$ cat src/rtl/uart_tx_fifo.sv
// UART transmit buffer: a DEPTH-entry byte FIFO plus a dispatcher that hands
// bytes one at a time to a start/busy style transmitter.
module uart_tx_fifo #(
    parameter int DATA_W = 8,
    parameter int DEPTH  = 16,
    parameter int ADDR_W = 4
) (
    input  logic              clk,
    input  logic              reset,
    input  logic [DATA_W-1:0] wr_data,
    input  logic              wr_en,
    input  logic              flush,
    input  logic              clr_ovf,
    output logic              full,
    output logic              empty,
    output logic [ADDR_W:0]   level,
    output logic              overflow,
    output logic [DATA_W-1:0] tx_data,
    output logic              tx_start,
    input  logic              tx_busy
);
    localparam logic [ADDR_W:0]   FULL_LEVEL = (ADDR_W+1)'(DEPTH);
    localparam logic [ADDR_W:0]   LEVEL_ONE  = (ADDR_W+1)'(1);
    localparam logic [ADDR_W:0]   LEVEL_ZERO = (ADDR_W+1)'(0);
    localparam logic [ADDR_W-1:0] PTR_ONE    = ADDR_W'(1);
    localparam logic [ADDR_W-1:0] PTR_ZERO   = ADDR_W'(0);
    localparam logic [DATA_W-1:0] DATA_ZERO  = DATA_W'(0);

    typedef enum logic [1:0] {
        IDLE      = 2'd0,
        LAUNCH    = 2'd1,
        WAIT_BUSY = 2'd2,
        WAIT_DONE = 2'd3
    } state_t;

    state_t            state_r;
    state_t            state_s;
    logic [DATA_W-1:0] mem_r [DEPTH];
    logic [ADDR_W-1:0] wr_ptr_r;
    logic [ADDR_W-1:0] rd_ptr_r;
    logic [ADDR_W:0]   level_r;
    logic [ADDR_W:0]   level_s;
    logic              full_r;
    logic              empty_r;
    logic              overflow_r;
    logic [DATA_W-1:0] tx_data_r;
    logic              tx_start_r;
    logic              push_s;
    logic              pop_s;
    logic              ovf_set_s;

    // Write acceptance uses the registered full flag; a write during flush is discarded.
    always_comb begin
        push_s    = wr_en && !full_r && !flush;
        ovf_set_s = wr_en && full_r;
    end

    // Dispatcher next-state and pop decision.
    always_comb begin
        state_s = state_r;
        pop_s   = 1'b0;
        case (state_r)
            IDLE: begin
                if (!empty_r && !tx_busy) begin
                    pop_s   = 1'b1;
                    state_s = LAUNCH;
                end else begin
                    state_s = IDLE;
                end
            end
            LAUNCH: begin
                state_s = WAIT_BUSY;
            end
            WAIT_BUSY: begin
                if (tx_busy) begin
                    state_s = WAIT_DONE;
                end else begin
                    state_s = WAIT_BUSY;
                end
            end
            WAIT_DONE: begin
                if (!tx_busy) begin
                    state_s = IDLE;
                end else begin
                    state_s = WAIT_DONE;
                end
            end
            default: begin
                state_s = IDLE;
            end
        endcase
    end

    // Next occupancy; flush wins over any push/pop in the same cycle.
    always_comb begin
        level_s = level_r;
        if (flush) begin
            level_s = LEVEL_ZERO;
        end else if (push_s && !pop_s) begin
            level_s = level_r + LEVEL_ONE;
        end else if (!push_s && pop_s) begin
            level_s = level_r - LEVEL_ONE;
        end else begin
            level_s = level_r;
        end
    end

    // Storage array; contents need no reset since pointers define validity.
    always_ff @(posedge clk) begin
        if (push_s) begin
            mem_r[wr_ptr_r] <= wr_data;
        end
    end

    // Pointers, occupancy flags and sticky overflow.
    always_ff @(posedge clk or negedge reset) begin
        if (!reset) begin
            wr_ptr_r   <= PTR_ZERO;
            rd_ptr_r   <= PTR_ZERO;
            level_r    <= LEVEL_ZERO;
            full_r     <= 1'b0;
            empty_r    <= 1'b1;
            overflow_r <= 1'b0;
        end else begin
            if (flush) begin
                wr_ptr_r <= PTR_ZERO;
                rd_ptr_r <= PTR_ZERO;
            end else begin
                wr_ptr_r <= push_s ? wr_ptr_r + PTR_ONE : wr_ptr_r;
                rd_ptr_r <= pop_s  ? rd_ptr_r + PTR_ONE : rd_ptr_r;
            end
            level_r <= level_s;
            full_r  <= (level_s == FULL_LEVEL);
            empty_r <= (level_s == LEVEL_ZERO);
            if (ovf_set_s) begin
                overflow_r <= 1'b1;
            end else if (clr_ovf) begin
                overflow_r <= 1'b0;
            end
        end
    end

    // Dispatcher state and the registered transmitter interface.
    always_ff @(posedge clk or negedge reset) begin
        if (!reset) begin
            state_r    <= IDLE;
            tx_start_r <= 1'b0;
            tx_data_r  <= DATA_ZERO;
        end else begin
            state_r    <= state_s;
            tx_start_r <= pop_s;
            if (pop_s) begin
                tx_data_r <= mem_r[rd_ptr_r];
            end
        end
    end

    assign full     = full_r;
    assign empty    = empty_r;
    assign level    = level_r;
    assign overflow = overflow_r;
    assign tx_data  = tx_data_r;
    assign tx_start = tx_start_r;

endmodule

$ cat config.mk
export PLATFORM = sky130hd
export DESIGN_NAME = uart_tx_fifo
export DESIGN_NICKNAME = d
export VERILOG_FILES = /design/src/rtl/uart_tx_fifo.sv
export SDC_FILE = /design/constraint.sdc
export NUM_CORES = 1
export LEC_CHECK = 0
export ABC_AREA = 1
export ABC_CLOCK_PERIOD_IN_PS = 1750
export CORE_MARGIN = 5
export CORE_UTILIZATION = 54
export CTS_CLUSTER_SIZE = 40
export DETAILED_ROUTE_END_ITERATION = 10
export PLACE_DENSITY = 0.78
export SLEW_MARGIN = 5
export SYNTH_ARGS = -nofsm -noshare
export SYNTH_HDL_FRONTEND = slang
export SYNTH_SLANG_ARGS = --single-unit
$ cat constraint.sdc
create_clock -name clk -period 1.75 [get_ports clk]
set_input_delay 0.525 -clock clk [delete_from_list [all_inputs] [get_ports clk]]
set_output_delay 0.525 -clock clk [all_outputs]
set_load 0.02 [all_outputs]
==> results.md, run 1 <==
* Dpl hpwl at 9680 um
* Final Hold Fails at 0
* Setup violators final at 0
* Min cycle time layout at about 1700 ps
* Syn Inst Count at between 500 and 600
* WL final at between 15000 and 20000 um
* Buf+Inv Stages, Crit Path at 1
* DR pass1 iterations at 6
* ANT nets after route at 0
* Reg2Reg Setup Slack at about 70 ps
* Core Box Area at approximately 12000 um2
* Worst setup SP type: flop
* WL per Instance at approximately 18 um
* Worst-path cell chain: clkdlybuf4s15_1
* Status: completed
* Max-cap viol count at 0
* Finished Cell Area at roughly 8000 um2
* Netlist Area Pre-Place at roughly 6600 um2
* Leak at 3.16 nW
* Yosys top cell area share at about three fifths
* Worst IR drop on VDD at roughly 830 uV
* P&R area growth vs syn at 21.0%
* Number of buffers created by CTS at 17
* Max incr delay on CP at 420 ps
* CP endpoint kind: output pin
* Clock Latency Late Sink at ~420 ps
* Die Wd at between 100 and 150 um
* RR Startpoint: rd_ptr_r[0]$_DFFE_PN0P_
* CTS root buffer: clkbuf_16
* Final slew viol count at 0
* CTS tree: built
* Placed inst area at between 7000 and 8000 um2
* Register area share after synthesis at between 60% and 70%
* Die Y-Extent at about 120 um
* Reg2Reg Capture Point: tx_data[3]$_DFFE_PN0P_
* Syn_nets at about 620
* Gate power share at ~18%
* Share of layout cells above drive strength 1 at between 10% and 20%
* Data required time of the worst path at approximately 1200 ps
* Delay-heaviest family, CP: flip-flops
* P_int at ~6.9 mW
* First-pass GRT wire length at 24100 um
* I/O pins at 31
* Sw frac at between 20 and 30%
* Die area at 14500 um2
* Via/cell ratio at around 5.7
* Slew Limit Headroom at between 60% and 70%
* Kind of critical path: reg2out
* Ys Warns at 0
* Peak fanout along the critical path at 3
* CTS sink cnt at ~160
* Worst Skew at a little over 8 ps
* # diodes at 0
* Number of global-route vias before repair at around 4.7k
* Crit path DAT at roughly 1200 ps
* Worst-Margin Slew at around 500 ps
* HP Class: in2async
* Flop pwr share at a little under half
* Worst hold slack at 461 ps
* Clock power frac at a little under two fifths
* Synth cell types at 30
* Starting Density at between 50% and 60%
* Fin nets at between 600 and 700
* Synth area leaders: edfxtp_1 58%, nand2_1 10%, dfrtp_1 9.9%
* CP max stage cell: dfrtp_1
* Total setup buffers inserted after CTS at 0
* H-Tree Depth at 4
* Detailed Route Iter0 Violations at around 540
* Switching power total at between 2 and 3 mW
* CTS max path bufs at 2
* Cell taking the most area after synthesis: edfxtp_1
* F_max at 581 MHz
* Unrepaired setup endpoints after global routing: true
* FP Rows at 40
* Drc violations at 0
* Grt total ovfl at 0
* PortBufs at 30
* CTS clock-pin slew for the worst setup and hold paths at approximately 60 ps
* Seq cells post-synth at around 160
* Post-Syn Area per Cell at 11.1 um2
* Vias at 4737
* Largest net degree at the start of global routing at between 40 and 50
* GRT Total Usage at between 20% and 30%
* FF-to-FF path depth at 8
* PD cells at ~1200 nW/um2
* Final period utilization at 98.3%
* Initial antenna violation count at 0
* Placer Congestion at a little under 0.9
[how the worst max path moves through the flow]
| stage | from | endpoint | slack, ps | depth (start not counted) |
|---|---|---|---|---|
| floorplan | full$_DFF_PN0_ | mem_r[15][0]$_DFFE_PP_ | -150 | 5 |
| global placement | wr_en | mem_r[3][2]$_DFFE_PP_ | -390 | 6 |
| detailed placement | wr_en | mem_r[15][5]$_DFFE_PP_ | -400 | 6 |
| CTS | empty$_DFF_PN1_ | empty | 0.8 | 1 |
| global route | rd_ptr_r[0]$_DFFE_PN0P_ | tx_data[3]$_DFFE_PN0P_ | -6 | 8 |
| finish | full$_DFF_PN0_ | full | 30 | 1 |
[what timing repair did]
item,CTS,global route
resized for setup,22,10
setup endpoints to repair,17,34
cloned,0,0
hold buffers,0,0
[kinds of logic (layout without fill, tap and decap cells)]
group                    count (synthesis)  after routing  share of synthesized area (%)
adder cells (fa/ha/maj)                  7              7                           1.33
AO/OA/AOI/OAI                           63             63                           5.23
buffers and inverters                   60            146                           4.05
flip-flops                             155            155                           68.8
AND/OR/NAND/NOR                        309            309                           20.6
[flip-flops by register name (all words and copies together), names as in the netlist]
signal,flops
empty,1
overflow,1
wr_ptr_r,4
level,5
state_r,2
rd_ptr_r,4
tx_start,1
full,1
tx_data,8
mem_r,128
[cell usage after synthesis]
| library cell | count |
|---|---|
| buf_4 | 4 |
| o21ai_0 | 6 |
| a211oi_1 | 1 |
| dfrtp_1 | 26 |
| dfstp_2 | 1 |
| edfxtp_1 | 128 |
| buf_2 | 13 |
| nor2_4 | 1 |
| inv_1 | 30 |
| nand2_2 | 3 |
| nor2_8 | 1 |
| nand3_2 | 1 |
| nor2_2 | 1 |
| nand3_1 | 80 |
| nand2_1 | 178 |
| nand4_1 | 3 |
| nor3_1 | 16 |
| clkbuf_1 | 7 |
| buf_1 | 3 |
| nand2_4 | 2 |
| o21a_1 | 1 |
| o31ai_1 | 8 |
| inv_4 | 1 |
| a21oi_1 | 46 |
| nor2_1 | 22 |
| ha_1 | 7 |
| buf_6 | 1 |
| a21oi_2 | 1 |
| nand3_4 | 1 |
| inv_2 | 1 |
[cells in the final DEF, fill, tap and decap left out, drive strengths merged]
master	Yosys	routed
bufinv	0	2
clkbuf	7	21
clkinv	0	5
o21a	1	1
clkinvlp	0	3
nand4	3	3
inv	32	34
dfrtp	26	26
clkdlybuf4s15	0	3
nor3	16	16
nand3	82	82
nor2	25	25
edfxtp	128	128
a211oi	1	1
a21oi	47	47
o31ai	8	8
clkdlybuf4s50	0	13
nand2	183	183
dlygate4sd2	0	12
ha	7	7
buf	21	53
dfstp	1	1
o21ai	6	6
[power by group through the flow]
stage               Combinational, mW  Sequential [mW]  Clock (mW)
floorplan                       0.835             4.54           0
global placement                 1.68             4.39           0
detailed placement               1.72             4.41           0
CTS                              1.65             4.33        3.52
global route                     1.82             4.35        3.70
finish                           1.66             4.33        3.49
[worst register-to-register path, cell delays in order (launching register included)]
cell,delay (ps)
dfrtp_2,480
inv_1,130
buf_12,190
nand2_1,100
nand3_1,90
nand3_1,120
nand2_1,70
a21oi_1,280
a21oi_1,110
[per-layer routing]
layer / vias to the layer above / global-route usage, % / routed length, um
li1: 2207 / - / -
met1: 2285 / 27.3 / 6030
met2: 204 / 37.4 / 7730
met3: 41 / 5.47 / 1010
met4: 0 / 9.77 / 446
met5: - / 0 / 0
[per-stage QoR]
| step | TNS, ps | worst slack (ps) | total power, mW | instances | util, % |
|---|---|---|---|---|---|
| final | 0 | 30.2 | 9.48 | 827 | 66.5 |
| after global routing | -5.57 | -5.57 | 9.87 | 827 | 66.5 |
| after CTS | 0 | 0.808 | 9.49 | 827 | 66.4 |
| after detailed placement | -40730 | -400 | 6.12 | 795 | 61.9 |
| after global placement | -39110 | -388 | 6.07 | 795 | 61.9 |
| after floorplan | -7300 | -153 | 5.38 | 594 | - |
[layout make-up]
cell class              instances  area, um2
well taps                     147        184
repair buffers                 82        733
multi-input cells             379       1840
fillers                       833       4000
clock inverters                12        123
clock buffers                  20        437
flip-flops and latches        155       4520
inverters                      32        123
No activity file was read; power rests on OpenSTA's default activity.
==> run 2: changes to the inputs <==
Settings changed: SKIP_CTS_REPAIR_TIMING set to 1.
==> results.md, run 2 (synthesized netlist as in run 1, its figures left out) <==
* Final slew viol count at 0 (unchanged)
* Placed insts at 795 (unchanged)
* Fin nets at 688 (unchanged)
* Commonest non-fill, non-tap cell in the layout: nand2_1 (unchanged)
* Number of buffers created by CTS at 17 (unchanged)
* PortBufs at 30 (unchanged)
* Via/cell ratio at 5.71 (was 5.73)
* First-pass GRT wire length at 24100 um (about the same)
* CTS sink cnt at 155 (unchanged)
* Crit path DAT at 1160 ps (was 1190 ps)
* CTS max path bufs at 2 (unchanged)
* Sw frac at 27.1% (was 27.5%)
* Min cycle time layout at 1680 ps (was 1720 ps)
* Data required time of the worst path at 1220 ps (about the same)
* Worst-path cell chain: dlymetal6s2s_1 (was clkdlybuf4s15_1)
* Drc violations at 0 (unchanged)
* Number of global-route vias before repair at 4711 (was 4712)
* Grt total ovfl at 0 (unchanged)
* Placed inst area at 7400 um2 (unchanged)
* DR pass1 iterations at 5 (was 6)
* PnR worst setup slack at 66.9 ps (was 30.2 ps)
* Finished Cell Area at 8030 um2 (was 7960 um2)
* Buf+Inv Stages, Crit Path at 1 (unchanged)
* Max incr delay on CP at 530 ps (was 420 ps)
* Fillers at 816 (was 833)
* WL per Instance at 18.3 um (was 18.4 um)
* Initial antenna violation count at 0 (unchanged)
* HP Class: in2async (unchanged)
* Share of layout cells above drive strength 1 at 15.7% (was 15.9%)
* Peak fanout along the critical path at 2 (was 3)
* Final Hold Fails at 0 (unchanged)
* Worst Skew at 9.49 ps (was 8.24 ps)
* Detailed Route Iter0 Violations at 536 (was 543)
* Worst-Margin Slew at 513 ps (was 506 ps)
* FP Rows at 40 (unchanged)
* Dpl hpwl at 9680 um (unchanged)
* I/O pins at 31 (unchanged)
* Largest net degree at the start of global routing at 42 (unchanged)
* Starting Density at 55.0% (unchanged)
* Worst hold slack at 464 ps (was 461 ps)
* Delay-heaviest family, CP: flip-flops (unchanged)
* GRT Total Usage at 22.2% (about the same)
* Area of the multi-input gates at 1840 um2 (about the same)
* P_int at 6.95 mW (was 6.88 mW)
* CTS root buffer: clkbuf_16 (unchanged)
* Max FFs per register at 128 (unchanged)
* Setup WS pre-CTS at -400 ps (unchanged)
* Clock Latency Late Sink at 420 ps (about the same)
* Max-cap viol count at 0 (unchanged)
* CTS clock-pin slew for the worst setup and hold paths at 60 ps (about the same)
* Vias at 4720 (was 4737)
* F_max at 594 MHz (was 581 MHz)
* ANT nets after route at 0 (unchanged)
* # diodes at 0 (unchanged)
* P&R area growth vs syn at 22.1% (was 21.0%)
* CP endpoint kind: output pin (unchanged)
* Gate power share at 18.2% (was 17.5%)
* WL final at 15100 um (was 15200 um)
* Clock power frac at 36.4% (was 36.8%)
* Unrepaired setup endpoints after global routing: true (unchanged)
* Final Non-Filler Cells at 827 (unchanged)
* Kind of critical path: reg2out (unchanged)
* Final period utilization at 96.2% (was 98.3%)
* Switching power total at 2.59 mW (was 2.61 mW)
* FF/Latch Area at 4520 um2 (unchanged)
* Placer Congestion at 0.893 (unchanged)
* Die Y-Extent at 120 um (unchanged)
* Setup violators final at 0 (unchanged)
* CP Depth at 1 (unchanged)
* Status: completed (unchanged)
* H-Tree Depth at 4 (unchanged)
* Leak at 3.34 nW (was 3.16 nW)
* Core Box Area at 12000 um2 (unchanged)
* CP max stage cell: dfstp_2 (was dfrtp_1)
* Die area at 14500 um2 (unchanged)
* CTS tree: built (unchanged)
* Commonest cells after routing, fill and taps aside: 177 x nand2_1, 128 x edfxtp_1, 80 x nand3_1 (unchanged)
* PD cells at 1190 nW/um2 (about the same)
* Most flop-heavy register: mem_r (unchanged)
* Worst IR drop on VDD at 837 uV (was 835 uV)
* Slew Limit Headroom at 65.8% (was 66.3%)
* Flop pwr share at 45.4% (was 45.7%)
* Worst setup SP type: flop (unchanged)
* FF-to-FF path depth at 8 (unchanged)
* Die Wd at 120 um (unchanged)
==> run 2: area by class of cell <==
type	count	share of cell area (%)
multi-input combinational	379	22.9
tap	147	2.29
timing repair buffer	82	9.96
clock inverter	12	1.53
inverter	32	1.53
clock buffer	20	5.44
sequential	155	56.3
==> run 2: final timing paths <==
kind                                          from                     end  slack [ps]
min reg2reg                   state_r[0]$_DFF_PN0_    state_r[1]$_DFF_PN0_         480
min                                          reset    state_r[1]$_DFF_PN0_         460
max                                empty$_DFF_PN1_                   empty          70
max in group asynchronous                    reset         empty$_DFF_PN1_        1050
min in group clk              state_r[0]$_DFF_PN0_    state_r[1]$_DFF_PN0_         480
max reg2reg                rd_ptr_r[0]$_DFFE_PN0P_  tx_data[3]$_DFFE_PN0P_          80
==> run 2: power groups by stage <==
stage	clock network, mW	logic (mW)	registers (mW)
2_1_floorplan	0	0.835	4.54
3_3_place_gp	0	1.68	4.39
3_5_place_dp	0	1.72	4.41
4_1_cts	3.52	1.73	4.33
5_1_grt	3.70	1.90	4.35
6_report	3.47	1.73	4.33
==> run 2: per-layer routing <==
metal / track usage [%] / share of wire, % / vias to the layer above
li1: - / - / 2207
met1: 27.4 / 39 / 2240
met2: 37.6 / 51 / 231
met3: 5.47 / 7.6 / 42
met4: 9.42 / 2.4 / 0
met5: 0 / 0 / -
==> run 2: per-stage QoR <==
step           util [%]  power, mW  TNS [ps]
2_1_floorplan         -       5.38     -7300
3_3_place_gp       61.9       6.07    -39110
3_5_place_dp       61.9       6.12    -40730
4_1_cts            66.5       9.59     -3650
5_1_grt            67.1       9.95     -5.57
6_report           67.1       9.53         0
==> run 2: worst register-to-register path, delay by kind of cell (launching register included) <==
family	cells	cell delay, ps
buffers and inverters	2	320
flip-flops	1	470
AO/OA/AOI/OAI	2	390
AND/OR/NAND/NOR	4	370
==> run 3: changes to the inputs <==
Settings changed: GPL_TIMING_DRIVEN set to 1.
==> results of run 3 <==
Same layout as run 2: the final DEF is identical, and so are final timing and power.
